==> config.mk <==
export PLATFORM = sky130hd
export DESIGN_NAME = branch_cond_ctrl_flat
export DESIGN_NICKNAME = d
export VERILOG_FILES = /design/src/rtl/mips_ctrl_pkg.sv /design/src/rtl/branch_cond_ctrl_if.sv /design/src/rtl/branch_cond_ctrl_sat_counter.sv /design/src/rtl/branch_cond_ctrl.sv /design/src/flat_wrapper.sv
export SDC_FILE = /design/constraint.sdc
export NUM_CORES = 1
export LEC_CHECK = 0
export BUFFER_PORTS_ARGS = -buffer_cell sky130_fd_sc_hd__buf_4
export CAP_MARGIN = 20
export CORE_UTILIZATION = 45
export CTS_CLUSTER_SIZE = 12
export DETAILED_ROUTE_END_ITERATION = 12
export PLACE_DENSITY = 0.7
export SLEW_MARGIN = 30
export SYNTH_ARGS = -nofsm -noshare
export SYNTH_HDL_FRONTEND = slang
export SYNTH_HIERARCHICAL = 1
export SYNTH_SLANG_ARGS = --single-unit
==> constraint.sdc <==
create_clock -name clock -period 2.3 [get_ports clock]
set_input_delay 0 -clock clock [delete_from_list [all_inputs] [get_ports clock]]
set_output_delay 0 -clock clock [all_outputs]
set_load 0.01 [all_outputs]
==> src/rtl/mips_ctrl_pkg.sv <==
// Shared encodings for the MIPS branch-resolution control slice: FSM states,
// branch op codes, condition-mux select codes and the ALU compare operation.
package mips_ctrl_pkg;

  localparam logic [1:0] ST_IDLE    = 2'd0;
  localparam logic [1:0] ST_COMPARE = 2'd1;
  localparam logic [1:0] ST_RESOLVE = 2'd2;
  localparam logic [1:0] ST_DONE    = 2'd3;

  typedef enum logic [2:0] {
    BR_BEQ = 3'b000,
    BR_BNE = 3'b001,
    BR_BGT = 3'b010,
    BR_BLE = 3'b011
  } br_op_e;

  localparam logic [1:0] SEL_NOTZERO = 2'b00;
  localparam logic [1:0] SEL_ZERO    = 2'b01;
  localparam logic [1:0] SEL_MAIOR   = 2'b10;
  localparam logic [1:0] SEL_OU      = 2'b11;

  localparam logic [2:0] ALU_SUB = 3'b010;

  // Maps a legal branch op onto the condition wire that decides it.
  function automatic logic [1:0] sel_for_op(input logic [2:0] op);
    logic [1:0] sel;
    case (op)
      BR_BEQ:  sel = SEL_ZERO;
      BR_BNE:  sel = SEL_NOTZERO;
      BR_BGT:  sel = SEL_MAIOR;
      BR_BLE:  sel = SEL_OU;
      default: sel = SEL_NOTZERO;
    endcase
    return sel;
  endfunction

endpackage

==> src/rtl/branch_cond_ctrl_if.sv <==
// Bundle between the main control FSM / datapath and the branch sequencer.
// The sequencer takes the slave side.
interface branch_cond_ctrl_if #(
  parameter int CNT_W = 16
);
  logic             start;
  logic [2:0]       branch_op;
  logic             zero_in;
  logic             greater_in;
  logic             PCWriteFio;
  logic [2:0]       alu_ctrl;
  logic             NotZeroFio;
  logic             ZeroFio;
  logic             MaiorFio;
  logic             OuFio;
  logic [1:0]       PCWriteCondMux;
  logic             PCWriteCond;
  logic             busy;
  logic             done;
  logic             branch_taken;
  logic             illegal_op;
  logic [CNT_W-1:0] taken_count;

  modport slave (
    input  start, branch_op, zero_in, greater_in, PCWriteFio,
    output alu_ctrl, NotZeroFio, ZeroFio, MaiorFio, OuFio, PCWriteCondMux,
           PCWriteCond, busy, done, branch_taken, illegal_op, taken_count
  );

  modport master (
    output start, branch_op, zero_in, greater_in, PCWriteFio,
    input  alu_ctrl, NotZeroFio, ZeroFio, MaiorFio, OuFio, PCWriteCondMux,
           PCWriteCond, busy, done, branch_taken, illegal_op, taken_count
  );
endinterface

==> src/rtl/branch_cond_ctrl_sat_counter.sv <==
// Saturating up-counter with synchronous active-low reset; holds at all-ones.
module sat_counter #(
  parameter int CNT_W = 16
) (
  input  logic             clock,
  input  logic             reset,
  input  logic             inc,
  output logic [CNT_W-1:0] count
);

  logic [CNT_W-1:0] count_q;

  // Count register: increments on inc unless already saturated.
  always_ff @(posedge clock) begin
    if (!reset) begin
      count_q <= '0;
    end else if (inc && (count_q != {CNT_W{1'b1}})) begin
      count_q <= count_q + {{(CNT_W-1){1'b0}}, 1'b1};
    end
  end

  assign count = count_q;

endmodule

==> src/rtl/branch_cond_ctrl.sv <==
// Multicycle branch-resolution sequencer: compare via ALU, latch flags, drive
// the PC-write condition mux, then report the read-back decision.
module branch_cond_ctrl #(
  parameter int         CNT_W   = 16,
  parameter logic [2:0] ALU_SUB = mips_ctrl_pkg::ALU_SUB
) (
  input logic              clock,
  input logic              reset,
  branch_cond_ctrl_if.slave bus
);
  import mips_ctrl_pkg::*;

  logic [1:0]       state_q, state_d;
  logic [2:0]       op_q, op_d;
  logic             illegal_d;
  logic             zero_q, greater_q;
  logic             branch_taken_q;
  logic [2:0]       alu_ctrl_q;
  logic             busy_q, done_q, illegal_q, pcwc_q;
  logic [1:0]       mux_q;
  logic             inc_s;
  logic [CNT_W-1:0] count_s;

  // Next-state decode; start is only looked at while idle.
  always_comb begin
    state_d   = state_q;
    op_d      = op_q;
    illegal_d = 1'b0;
    case (state_q)
      ST_IDLE: begin
        if (bus.start) begin
          if (bus.branch_op <= BR_BLE) begin
            op_d    = bus.branch_op;
            state_d = ST_COMPARE;
          end else begin
            illegal_d = 1'b1;
            state_d   = ST_DONE;
          end
        end else begin
          state_d = ST_IDLE;
        end
      end
      ST_COMPARE: state_d = ST_RESOLVE;
      ST_RESOLVE: state_d = ST_DONE;
      ST_DONE:    state_d = ST_IDLE;
      default:    state_d = ST_IDLE;
    endcase
  end

  // State, flags and outputs; outputs are precomputed from state_d so they
  // line up with the state they describe without a combinational path.
  always_ff @(posedge clock) begin
    if (!reset) begin
      state_q        <= ST_IDLE;
      op_q           <= 3'b000;
      zero_q         <= 1'b0;
      greater_q      <= 1'b0;
      branch_taken_q <= 1'b0;
      alu_ctrl_q     <= 3'b000;
      busy_q         <= 1'b0;
      done_q         <= 1'b0;
      illegal_q      <= 1'b0;
      pcwc_q         <= 1'b0;
      mux_q          <= 2'b00;
    end else begin
      state_q    <= state_d;
      op_q       <= op_d;
      alu_ctrl_q <= (state_d == ST_COMPARE) ? ALU_SUB : 3'b000;
      busy_q     <= (state_d != ST_IDLE);
      done_q     <= (state_d == ST_DONE);
      illegal_q  <= illegal_d;
      pcwc_q     <= (state_d == ST_RESOLVE);
      if (state_q == ST_COMPARE) begin
        zero_q    <= bus.zero_in;
        greater_q <= bus.greater_in;
      end
      if (state_q == ST_RESOLVE) begin
        branch_taken_q <= bus.PCWriteFio;
      end
      // The select persists after RESOLVE; consumers qualify it with PCWriteCond.
      if (state_d == ST_RESOLVE) begin
        mux_q <= sel_for_op(op_q);
      end
    end
  end

  assign inc_s = (state_q == ST_RESOLVE) && bus.PCWriteFio;

  sat_counter #(.CNT_W(CNT_W)) u_taken_cnt (
    .clock (clock),
    .reset (reset),
    .inc   (inc_s),
    .count (count_s)
  );

  assign bus.alu_ctrl       = alu_ctrl_q;
  assign bus.NotZeroFio     = ~zero_q;
  assign bus.ZeroFio        = zero_q;
  assign bus.MaiorFio       = greater_q;
  assign bus.OuFio          = zero_q | ~greater_q;
  assign bus.PCWriteCondMux = mux_q;
  assign bus.PCWriteCond    = pcwc_q;
  assign bus.busy           = busy_q;
  assign bus.done           = done_q;
  assign bus.branch_taken   = branch_taken_q;
  assign bus.illegal_op     = illegal_q;
  assign bus.taken_count    = count_s;

endmodule

==> src/flat_wrapper.sv <==
// flat-port wrapper written by rule: the top's interface ports become plain ports
module branch_cond_ctrl_flat import mips_ctrl_pkg::*;
#(
  parameter int         CNT_W   = 16,
  parameter logic [2:0] ALU_SUB = mips_ctrl_pkg::ALU_SUB
)
  (clock, reset, bus_start, bus_branch_op, bus_zero_in, bus_greater_in, bus_PCWriteFio, bus_alu_ctrl, bus_NotZeroFio, bus_ZeroFio, bus_MaiorFio, bus_OuFio, bus_PCWriteCondMux, bus_PCWriteCond, bus_busy, bus_done, bus_branch_taken, bus_illegal_op, bus_taken_count);
  branch_cond_ctrl_if #(.CNT_W(CNT_W)) bus_i ();
  input logic clock;
  input logic reset;
  input wire logic [$bits(bus_i.start)-1:0] bus_start;
  input wire logic [$bits(bus_i.branch_op)-1:0] bus_branch_op;
  input wire logic [$bits(bus_i.zero_in)-1:0] bus_zero_in;
  input wire logic [$bits(bus_i.greater_in)-1:0] bus_greater_in;
  input wire logic [$bits(bus_i.PCWriteFio)-1:0] bus_PCWriteFio;
  output wire logic [$bits(bus_i.alu_ctrl)-1:0] bus_alu_ctrl;
  output wire logic [$bits(bus_i.NotZeroFio)-1:0] bus_NotZeroFio;
  output wire logic [$bits(bus_i.ZeroFio)-1:0] bus_ZeroFio;
  output wire logic [$bits(bus_i.MaiorFio)-1:0] bus_MaiorFio;
  output wire logic [$bits(bus_i.OuFio)-1:0] bus_OuFio;
  output wire logic [$bits(bus_i.PCWriteCondMux)-1:0] bus_PCWriteCondMux;
  output wire logic [$bits(bus_i.PCWriteCond)-1:0] bus_PCWriteCond;
  output wire logic [$bits(bus_i.busy)-1:0] bus_busy;
  output wire logic [$bits(bus_i.done)-1:0] bus_done;
  output wire logic [$bits(bus_i.branch_taken)-1:0] bus_branch_taken;
  output wire logic [$bits(bus_i.illegal_op)-1:0] bus_illegal_op;
  output wire logic [$bits(bus_i.taken_count)-1:0] bus_taken_count;
  assign bus_i.start = bus_start;
  assign bus_i.branch_op = bus_branch_op;
  assign bus_i.zero_in = bus_zero_in;
  assign bus_i.greater_in = bus_greater_in;
  assign bus_i.PCWriteFio = bus_PCWriteFio;
  assign bus_alu_ctrl = bus_i.alu_ctrl;
  assign bus_NotZeroFio = bus_i.NotZeroFio;
  assign bus_ZeroFio = bus_i.ZeroFio;
  assign bus_MaiorFio = bus_i.MaiorFio;
  assign bus_OuFio = bus_i.OuFio;
  assign bus_PCWriteCondMux = bus_i.PCWriteCondMux;
  assign bus_PCWriteCond = bus_i.PCWriteCond;
  assign bus_busy = bus_i.busy;
  assign bus_done = bus_i.done;
  assign bus_branch_taken = bus_i.branch_taken;
  assign bus_illegal_op = bus_i.illegal_op;
  assign bus_taken_count = bus_i.taken_count;
  branch_cond_ctrl #(.CNT_W(CNT_W), .ALU_SUB(ALU_SUB)) u_core (.clock(clock), .reset(reset), .bus(bus_i));
endmodule
### After elaboration in Yosys (flattened, before gate mapping)

Index checks and enable logic that the tools add are counted.

| storage, ports and cells | value |
|---|---|
| register bits after elaboration | 33 |
| bits of input ports | 9 |
| output and inout port bits | 30 |

| cells by class | value |
|---|---|
| $add $sub $neg | 1 |
| order comparisons | 1 |
| eq/ne operators | 9 |
| multiplexer cells | 6 |
| bitwise gates (word level) | 3 |
| reductions and logical operators | 7 |

Operators with widths:

| cell | number |
|---|---|
| 16-bit by 1-bit adder with 16-bit output (second input constant) | 1 |
| 16-bit != test (second input constant) | 1 |
| 2-bit == test (second input constant) | 4 |
| 2-bit case mux with 4 select lines | 1 |
| 3-bit by 2-bit == test with 1-bit output (second input constant) | 2 |
| 2-bit two-way mux | 3 |
| 2-bit case mux with 3 select lines | 1 |
| 3-bit AND reduction | 2 |
| 2-bit by 1-bit == test with 1-bit output (second input constant) | 2 |
| 3-bit by 2-bit <= comparator with 1-bit output (second input constant) | 1 |
| 3-bit zero test | 1 |
| 1-bit logical AND | 2 |
| 2-bit zero test | 1 |
| 1-bit inverter | 2 |
| 2-bit nonzero test | 1 |
| 1-bit two-way mux | 1 |
| 1-bit OR | 1 |

### Longest topological paths before layout

Gate-level depths: netlist (run 1).

| depth | value |
|---|---|
| depth in word-level cells | 6 |
| depth in mapped cells | 7 |
| depth with buffers taken out | 7 |

### By module

Netlist (run 1), hierarchy kept.

Modules (own cells, without submodules):

| module | times used | cells each | area an instance (um^2) |
|---|---|---|---|
| sat_counter | 1 | 97 | 837.1 |
| branch_cond_ctrl | 1 | 67 | 645.6 |

### Least setup slack after synthesis (run 1)

No wires, ideal clock.

| timing path | value |
|---|---|
| kind | reg2reg |
| start | register u_core.state_q[0] |
| end | register u_core.u_taken_cnt.count_q[7] (netlist: u_core/u_taken_cnt/count[7]) |
| library setup time | 71 ps |
| data arrival time | 1,618 ps |
| required time | 2,229 ps |
| path slack | 612 ps |
| stages on the path, launching flop included | 7 |
| period minus slack after synthesis | 1,688 ps |
| path through | dfxtp_1 -> inv_1 -> ha_1 -> and2_1 -> nand2_1 -> or4_1 -> a21oi_1 |

| between the ends | value |
|---|---|
| cells in the longest elaborated chain, start to end | 3 |

Ends and longest elaborated chain:

| item | RTL line | text |
|---|---|---|
| start, declared | branch_cond_ctrl.sv:13 | `logic [1:0] state_q, state_d;` |
| start signal, assigned | branch_cond_ctrl.sv:66 | `state_q <= state_d;` |
| 2-bit == test | branch_cond_ctrl.sv:87 | `assign inc_s = (state_q == ST_RESOLVE) && bus.PCWriteFio;` |
| 1-bit logical AND | branch_cond_ctrl.sv:87 |  |
| via u_core.inc_s | branch_cond_ctrl.sv:21 | `logic inc_s;` |
| 1-bit logical AND | branch_cond_ctrl_sat_counter.sv:17 | `end else if (inc && (count_q != {CNT_W{1'b1}})) begin` |
| end signal, assigned | branch_cond_ctrl_sat_counter.sv:18 | `count_q <= count_q + {{(CNT_W-1){1'b0}}, 1'b1};` |
| end, declared | branch_cond_ctrl_sat_counter.sv:11 | `logic [CNT_W-1:0] count_q;` |

The timed path passes the listed nets, and every way through them passes these cells.
A chain may end at the register's enable or synchronous reset.

### Final worst setup path (run 1)

| timing path | value |
|---|---|
| start | register u_core.state_q[0] |
| end | register u_core.u_taken_cnt.count_q[9] (netlist: u_core/u_taken_cnt/count[9]) |

The elaborated chain is that of the path after synthesis.

==> results of run 1 <==
==> worst max-delay path: stages, from the launching register on <==
cell     delay (ns)
dfxtp_1        0.34
inv_1          0.08
ha_1           0.26
and2_1         0.28
nand2_1        0.26
or4_1          0.52
a21oi_1        0.14
==> flip-flops by register name, summed over array words and instances (netlist names) <==
register and flops:
u_core/bus.ZeroFio 1, u_core/bus.done 1, u_core/bus.PCWriteCondMux 2, u_core/bus.illegal_op 1, u_core/bus.PCWriteCond 1, u_core/bus.busy 1
u_core/bus.alu_ctrl 1, u_core/op_q 3, u_core/u_taken_cnt/count 16, u_core/state_q 2, u_core/bus.branch_taken 1, u_core/bus.MaiorFio 1
==> through the flow <==
step           area [um^2]  power, mW  setup WS, ns
2_1_floorplan         1490      0.647         0.612
3_3_place_gp          1770      0.678         0.470
3_5_place_dp          1770      0.682         0.361
4_1_cts               1930       1.14         0.333
5_1_grt               1930       1.17         0.183
6_report              1930       1.12         0.344
==> Yosys cell counts, drive strengths merged <==
master / n / area (um^2)
or4: 5 / 37.5
o311ai: 1 / 8.76
nand2: 16 / 60.1
o21a: 1 / 7.51
clkbuf: 1 / 3.75
nor4: 4 / 31.3
o211ai: 1 / 7.51
nand2b: 4 / 25.0
nand3: 7 / 35.0
o211a: 1 / 10.0
ha: 5 / 62.6
o21ai: 5 / 25.0
mux2i: 9 / 90.1
inv: 8 / 30.0
or3: 3 / 23.8
and2: 2 / 12.5
conb: 1 / 3.75
xnor2: 1 / 8.76
nor3: 4 / 20.0
o31ai: 5 / 37.5
a21oi: 12 / 60.1
nand4: 4 / 40.0
o41ai: 1 / 8.76
and3b: 1 / 8.76
nand3b: 5 / 37.5
nor2b: 1 / 6.26
buf: 6 / 50.0
and4: 3 / 26.3
nor3b: 2 / 15.0
nor2: 11 / 41.3
xor2: 2 / 17.5
nor4bb: 1 / 10.0
dfxtp: 31 / 621
==> cell families after synthesis <==
kind of cell / after synthesis / share of synthesized area, %
buffers and inverters: 15 / 5.65
adders and majority gates: 5 / 4.22
AOI/OAI and AO/OA: 27 / 11.1
and+or+nand+nor: 73 / 29.0
muxes: 9 / 6.08
DFF: 31 / 41.9
other: 1 / 0.253
xor gates and xnor gates: 3 / 1.77
==> worst paths after layout <==
path,from,end,slack [ns],cells after the start
worst max-delay path,u_core/state_q[0],u_core/u_taken_cnt/count[9],0.34,6
worst min-delay path,u_core/op_q[2],u_core/op_q[2],0.44,2
worst max register to register,u_core/state_q[0],u_core/u_taken_cnt/count[9],0.34,6
worst min register to register,u_core/op_q[2],u_core/op_q[2],0.44,2
==> power groups by stage <==
stage	logic, mW	clock network, mW	registers, mW
after floorplan	0.0675	0	0.579
after global placement	0.104	0	0.574
after detailed placement	0.107	0	0.575
after CTS	0.118	0.457	0.563
after global routing	0.131	0.478	0.565
final	0.119	0.443	0.562
==> area by class of cell <==
| class | count | area, um^2 |
|---|---|---|
| clock buffers | 6 | 51.3 |
| clock inverters | 2 | 35.0 |
| fillers | 269 | 1150 |
| inverters | 8 | 30.0 |
| multi-input cells | 119 | 782 |
| flip-flops and latches | 31 | 621 |
| well taps | 44 | 55.1 |
| repair buffers | 45 | 358 |
==> layer usage <==
| metal | global-route usage, % | up-vias | share of wire (%) |
|---|---|---|---|
| met5 | 0 | - | 0 |
| met4 | 10.9 | 0 | 2.0 |
| met3 | 4.37 | 7 | 3.9 |
| met2 | 33.1 | 32 | 48 |
| met1 | 22.0 | 610 | 46 |
| li1 | - | 678 | - |
==> flow_summary.toml, run 1 <==
[run_status]
status = "complete, no violations"

[setup_path]
end_kind = "flop"
start_kind = "flop"
cp_data_arrival_time_ns = 2.22
crit_required_ns = 2.56
crit_type = "reg -> reg"
critPathMaxFanout = 10

[synth]
ys_seq_area_share_pct = 41.9
synth_area_per_cell_um2 = 9.04
yosys_warnings = 6
synth.distinct_cells = 39
syn_area_mm2 = 0.00148
ys_ff_latch = 31
synthCells = 164

[placement]
hpwl_um = 2190
placed_cells = 239
portBuffers = 36
gp_congestion = 0.802

[cells_and_area]
layout_commonest_cell = "buf_4"
fin_nets = 224
area_delta_synth_final_pct = 30.3
layout-drive-gt1-share_pct = 23.2
final_cell_mix = "37 x buf_4, 31 x dfxtp_1, 16 x nand2_1"
layoutNonFillerInstCount = 255
postLayoutCoreUtil_pct = 62.8
antenna_cells = 0

[power]
p_per_area_mw_per_mm2 = 582
p_int_mw = 0.870
leakagePower_nw = 0.774
p_clk_share_pct = 39.4
irDropWorstVdd_v = 0.000388
p_sw_share_pct = 22.6
p_switching_mw = 0.254
seq_power_share_pct = 50.0
comb_power_share_pct = 10.6

[detailed_routing]
vias = 1327
viasPerCell = 5.20
drtAntennaViolNets = 0
wl_per_cell_um = 12.3
drt_first_pass_iters = 4
drt_iter0_drc = 62
drc = 0
drt_wl_total_um = 3140

[cts]
cts_hold_buf = 8
clockRootBuffer = "clkbuf_4"
clkLatencyLatePin_ns = 0.32
cts.clk_slew.worst_paths_ns = 0.10
cts-resized-gates = 0
htree_levels = 2
cts.sinks = 31
clockBufferDepth = 2
postCtsSetupBuffers = 0
cts_tree = "yes"
cts_buffers = 5

[timing]
finalHoldViolCount = 0
worstMarginPinSlew_ns = 0.614
max_slew_margin_pct = 58.7
totalNegativeSetupSlack_ns = 0
max_freq_mhz = 511
skew_ns = 0.00664
setup_viol = 0
grt_setup_unrepaired = "no"
fin_crit_sh_pct = 85.1
fin_crit_ns = 1.96
timing.hold.ws_ns = 0.444
drv_slew = 0

[global_routing]
grt_max_degree = 17
grt.total_usage_pct = 19.3
grt_antenna_before_repair = 0
grt_pass1_vias = 1185
grt_overflow = 0
grt_pass1_wl_um = 5090

[floorplanning]
core_mm2 = 0.00308
die_area_mm2 = 0.00353
initial_core_util_pct = 48.2
fp.dieW_um = 59.4
ios = 39
std_cell_rows = 20
die_h_um = 59.4

[hold_path]
hp-class = "reg -> reg"

[flow_run]
drv_cap = 0
Note: power is estimated with default switching activity, not from simulation.
==> inputs of run 2 (changes only) <==
--- a/config.mk
+++ b/config.mk
@@ -10,7 +10,7 @@
 export CORE_UTILIZATION = 45
 export CTS_CLUSTER_SIZE = 12
 export DETAILED_ROUTE_END_ITERATION = 12
-export PLACE_DENSITY = 0.7
+export PLACE_DENSITY_LB_ADDON = 0.25
 export SLEW_MARGIN = 30
 export SYNTH_ARGS = -nofsm -noshare
 export SYNTH_HDL_FRONTEND = slang
==> run 2 against run 1 <==
  * Flip-flop and latch count unchanged
  * Combinational power about the same
  * Wire length down 0.29%
  * Clock power decreased by 29%
  * Critical endpoint is now u_core/u_taken_cnt/count[13]
==> flow_summary.toml, run 2 (synthesis gave the netlist of run 1 again) <==
[cells_and_area]
layout_commonest_cell = "buf_4"
final_cell_mix = "37 x buf_4, 31 x dfxtp_1, 16 x nand2_1"
postLayoutCoreUtil_pct = 61.8
fin_area_mm2 = 0.00190
area_delta_synth_final_pct = 28.4
antenna_cells = 0
layoutNonFillerInstCount = 255
fill_cells = 278
layout-drive-gt1-share_pct = 23.2
largest_register_ffs = 16
fin_nets = 224

[setup_path]
crit_type = "reg -> reg"
start_kind = "flop"
crit_required_ns = 2.56
critPathMaxFanout = 10
end_kind = "flop"
cp_data_arrival_time_ns = 2.26

[cts]
cts.sinks = 31
cts-resized-gates = 0
postCtsSetupBuffers = 0
clkLatencyLatePin_ns = 0.33
cts_tree = "yes"
cts.clk_slew.worst_paths_ns = 0.10
clockBufferDepth = 2
htree_levels = 2
clockRootBuffer = "clkbuf_4"
cts_buffers = 5

[floorplanning]
die_h_um = 59.4
die_area_mm2 = 0.00353
ios = 39
std_cell_rows = 20
core_mm2 = 0.00308
initial_core_util_pct = 48.2
fp.dieW_um = 59.4

[detailed_routing]
viasPerCell = 5.19
drtAntennaViolNets = 0
drt_first_pass_iters = 5
vias = 1324
drt_wl_total_um = 3130
drt_iter0_drc = 65
drc = 0
wl_per_cell_um = 12.3

[global_routing]
grt_pass1_wl_um = 5340
grt_pass1_vias = 1229
grt_antenna_before_repair = 0
grt_overflow = 0
grt.total_usage_pct = 20.5
grt_max_degree = 18

[flow_run]
drv_cap = 0

[timing]
fin_crit_sh_pct = 86.8
drv_slew = 0
setup_viol = 0
timing.hold.ws_ns = 0.455
layout_setup_ws_ns = 0.305
totalNegativeSetupSlack_ns = 0
skew_ns = 0.00465
fin_crit_ns = 2.00
finalHoldViolCount = 0
max_freq_mhz = 501
grt_setup_unrepaired = "no"
worstMarginPinSlew_ns = 0.649
max_slew_margin_pct = 56.2

[placement]
gp_congestion = 0.809
place_ws_ns = 0.352
portBuffers = 36
hpwl_um = 2230
place_area_mm2 = 0.00177
placed_cells = 239

[run_status]
status = "complete, no violations"

[hold_path]
hp-class = "reg -> reg"

[power]
leakagePower_nw = 0.753
finalPower_mw = 0.998
p_per_area_mw_per_mm2 = 524
irDropWorstVdd_v = 0.000406
run 2: power breakdown:
| part | switching (mW) | leakage [nW] | internal (mW) |
|---|---|---|---|
| clock network | 0.199 | 0.0272 | 0.117 |
| logic | 0.0590 | 0.474 | 0.0604 |
| registers | 0.00952 | 0.251 | 0.553 |
run 2: worst max-delay path, cell delays in order (launching register included):
cell and delay [ns]:
dfxtp_1 0.35, inv_1 0.09, ha_1 0.27, and2_1 0.29
nand2_1 0.25, or4_1 0.52, a21oi_1 0.17
run 2: path summary, 6_finish.rpt:
path	startpoint	endpoint	slack, ns	cells after the start
worst max-delay path	u_core/state_q[0]	u_core/u_taken_cnt/count[13]	0.30	6
worst min-delay path	u_core/op_q[2]	u_core/op_q[2]	0.46	2
worst min register to register	u_core/op_q[2]	u_core/op_q[2]	0.46	2
worst max register to register	u_core/state_q[0]	u_core/u_taken_cnt/count[13]	0.30	6
run 2: cell type report:
type / count / area, um^2 / share of cell area, %
Clock buffer: 5 / 37.5 / 1.97
Clock inverter: 3 / 20.0 / 1.05
Inverter: 8 / 30.0 / 1.58
Multi-Input combinational cell: 119 / 782 / 41.1
Sequential cell: 31 / 621 / 32.6
Tap cell: 44 / 55.1 / 2.89
Timing Repair Buffer: 45 / 358 / 18.8
run 2: what timing repair did:
action	in CTS	in global routing
hold buffers	8	0
endpoints found under the hold margin	13	0
setup endpoints to repair	0	0
run 2: layer usage:
metal / wire (um) / up-vias / global-route usage, %
met5: 0 / - / 0
met1: 1370 / 604 / 23.0
met3: 144 / 6 / 6.33
li1: - / 678 / -
met2: 1580 / 36 / 35.5
met4: 42 / 0 / 9.18
==> inputs of run 3 (changes only) <==
--- a/config.mk
+++ b/config.mk
@@ -7,6 +7,7 @@
 export LEC_CHECK = 0
 export BUFFER_PORTS_ARGS = -buffer_cell sky130_fd_sc_hd__buf_4
 export CAP_MARGIN = 20
+export CORE_MARGIN = 2
 export CORE_UTILIZATION = 45
 export CTS_CLUSTER_SIZE = 12
 export DETAILED_ROUTE_END_ITERATION = 12
==> run 3 against run 2 <==
  * Sequential power hardly changed
  * Die area is 6.8% higher
  * Flip-flop and latch count stayed put
  * Critical path type unchanged
  * Critical endpoint is now u_core/u_taken_cnt/count[9]
  * Largest cell class unchanged
==> flow_summary.toml, run 3 (synthesis gave the netlist of run 1 again) <==
[placement]
portBuffers = 36
place_ws_ns = 0.385
gp_congestion = 0.835
hpwl_um = 2280
place_area_mm2 = 0.00177

[floorplanning]
core_mm2 = 0.00310
std_cell_rows = 20
die_area_mm2 = 0.00377
initial_core_util_pct = 47.8
die_h_um = 61.4
fp.dieW_um = 61.4
ios = 39

[setup_path]
crit_chain = "inv_1 -> ha_1 -> and2_1 -> nand2_1 -> or4_1 -> a21oi_1"
critPathMaxFanout = 10
start_kind = "flop"
cpLargestDelayFamily = "simple AND/OR/NAND/NOR gates"
crit_required_ns = 2.56
cp_data_arrival_time_ns = 2.22
cp_slowest_cell = "or4_1"
cp_slowest_stage_delay_ns = 0.53
crit_type = "reg -> reg"
end_kind = "flop"
critPathBufInv = 1

[cts]
htree_levels = 2
clockRootBuffer = "clkbuf_4"
clkLatencyLatePin_ns = 0.33
cts_tree = "yes"
cts-resized-gates = 0
cts.clk_slew.worst_paths_ns = 0.10
cts_buffers = 5
cts.sinks = 31
clockBufferDepth = 2

[global_routing]
grt_max_degree = 18
grt_pass1_wl_um = 5180
grt_pass1_vias = 1218
grt.total_usage_pct = 18.5
grt_overflow = 0
grt_antenna_before_repair = 0

[detailed_routing]
wl_met3_um = 144
met2RoutedLength_um = 1600
drt_first_pass_iters = 4
vias = 1326
wl_per_cell_um = 12.4
met1_length_um = 1440
drtAntennaViolNets = 0
drt_wl_total_um = 3180
drc = 0
viasPerCell = 5.18
drt_iter0_drc = 86
routed.top_layer = "met3"

[power]
leakagePower_nw = 0.780
irDropWorstVdd_v = 0.000343
p_per_area_mw_per_mm2 = 579

[cells_and_area]
layout_commonest_cell = "buf_4"
final_cell_mix = "37 x buf_4, 31 x dfxtp_1, 16 x nand2_1"
largest_register_ffs = 16
antenna_cells = 0
area_delta_synth_final_pct = 31.0
fin_nets = 225
fin_area_mm2 = 0.00194
layout-drive-gt1-share_pct = 23.1

[timing]
grt_setup_unrepaired = "no"
max_slew_margin_pct = 59.9
max_freq_mhz = 510
fin_crit_sh_pct = 85.2
drv_slew = 0
setup_viol = 0
skew_ns = 0.0118
totalNegativeSetupSlack_ns = 0
finalHoldViolCount = 0
fin_crit_ns = 1.96
worstMarginPinSlew_ns = 0.594
layout_setup_ws_ns = 0.340

[hold_path]
hp-class = "reg -> reg"

[run_status]
status = "complete, no violations"

[flow_run]
drv_cap = 0
==> run 3: cell count changes in the layout (fill, tap and decap cells not counted) <==
cell           before  now
clkinvlp_4          2    0
clkbuf_8            0    1
dlygate4sd3_1       8    9
bufinv_16           0    1
==> run 3: path summary, 6_finish.rpt <==
kind                           from                           to  slack, ns  cells after the start
hold reg to reg      u_core/op_q[2]               u_core/op_q[2]       0.46                      2
hold / removal       u_core/op_q[2]               u_core/op_q[2]       0.46                      2
setup / recovery  u_core/state_q[0]  u_core/u_taken_cnt/count[9]       0.34                      6
setup reg to reg  u_core/state_q[0]  u_core/u_taken_cnt/count[9]       0.34                      6
==> run 3: cell type report <==
type                            count  area [um^2]
Multi-Input combinational cell    119          782
Clock inverter                      2         35.0
Inverter                            8         30.0
Timing Repair Buffer               46          368
Tap cell                           44         55.1
Sequential cell                    31          621
Fill cell                         277         1160
Clock buffer                        6         51.3
==> run 3: metal layers <==
metal	vias up	track usage, %
met5	-	0
met4	0	5.47
met3	0	5.67
met2	32	31.5
met1	620	22.7
li1	674	-
==> run 3: worst reg2reg max path, delay by kind of cell (launching register included) <==
kind            cells  cell delay [ns]
compound gates      1             0.15
fa+ha+maj           1             0.26
buf+inv             1             0.08
flops               1             0.34
simple gates        3             1.06
==> run 3: power by group <==
part / internal [mW] / switching, mW
clock: 0.257 / 0.186
combinational: 0.0614 / 0.0583
sequential: 0.553 / 0.00957
total: 0.871 / 0.254
==> run 3: repair_timing <==
item	CTS	global route
hold buffers	9	0
hold endpoints to repair	13	0
buffers inserted	0	0
==> run 3: per-stage QoR <==
| stage | total power, mW | std cells | utilization (%) | hold slack, ns |
|---|---|---|---|---|
| final | 1.13 | 256 | 62.6 | 0.458 |
| after global routing | 1.17 | 256 | 62.6 | 0.476 |
| after CTS | 1.14 | 256 | 62.6 | 0.437 |
| after global placement | 0.677 | 239 | 56.9 | 0.239 |
| after detailed placement | 0.682 | 239 | 56.9 | 0.251 |
| after floorplan | 0.647 | 165 | - | 0.133 |
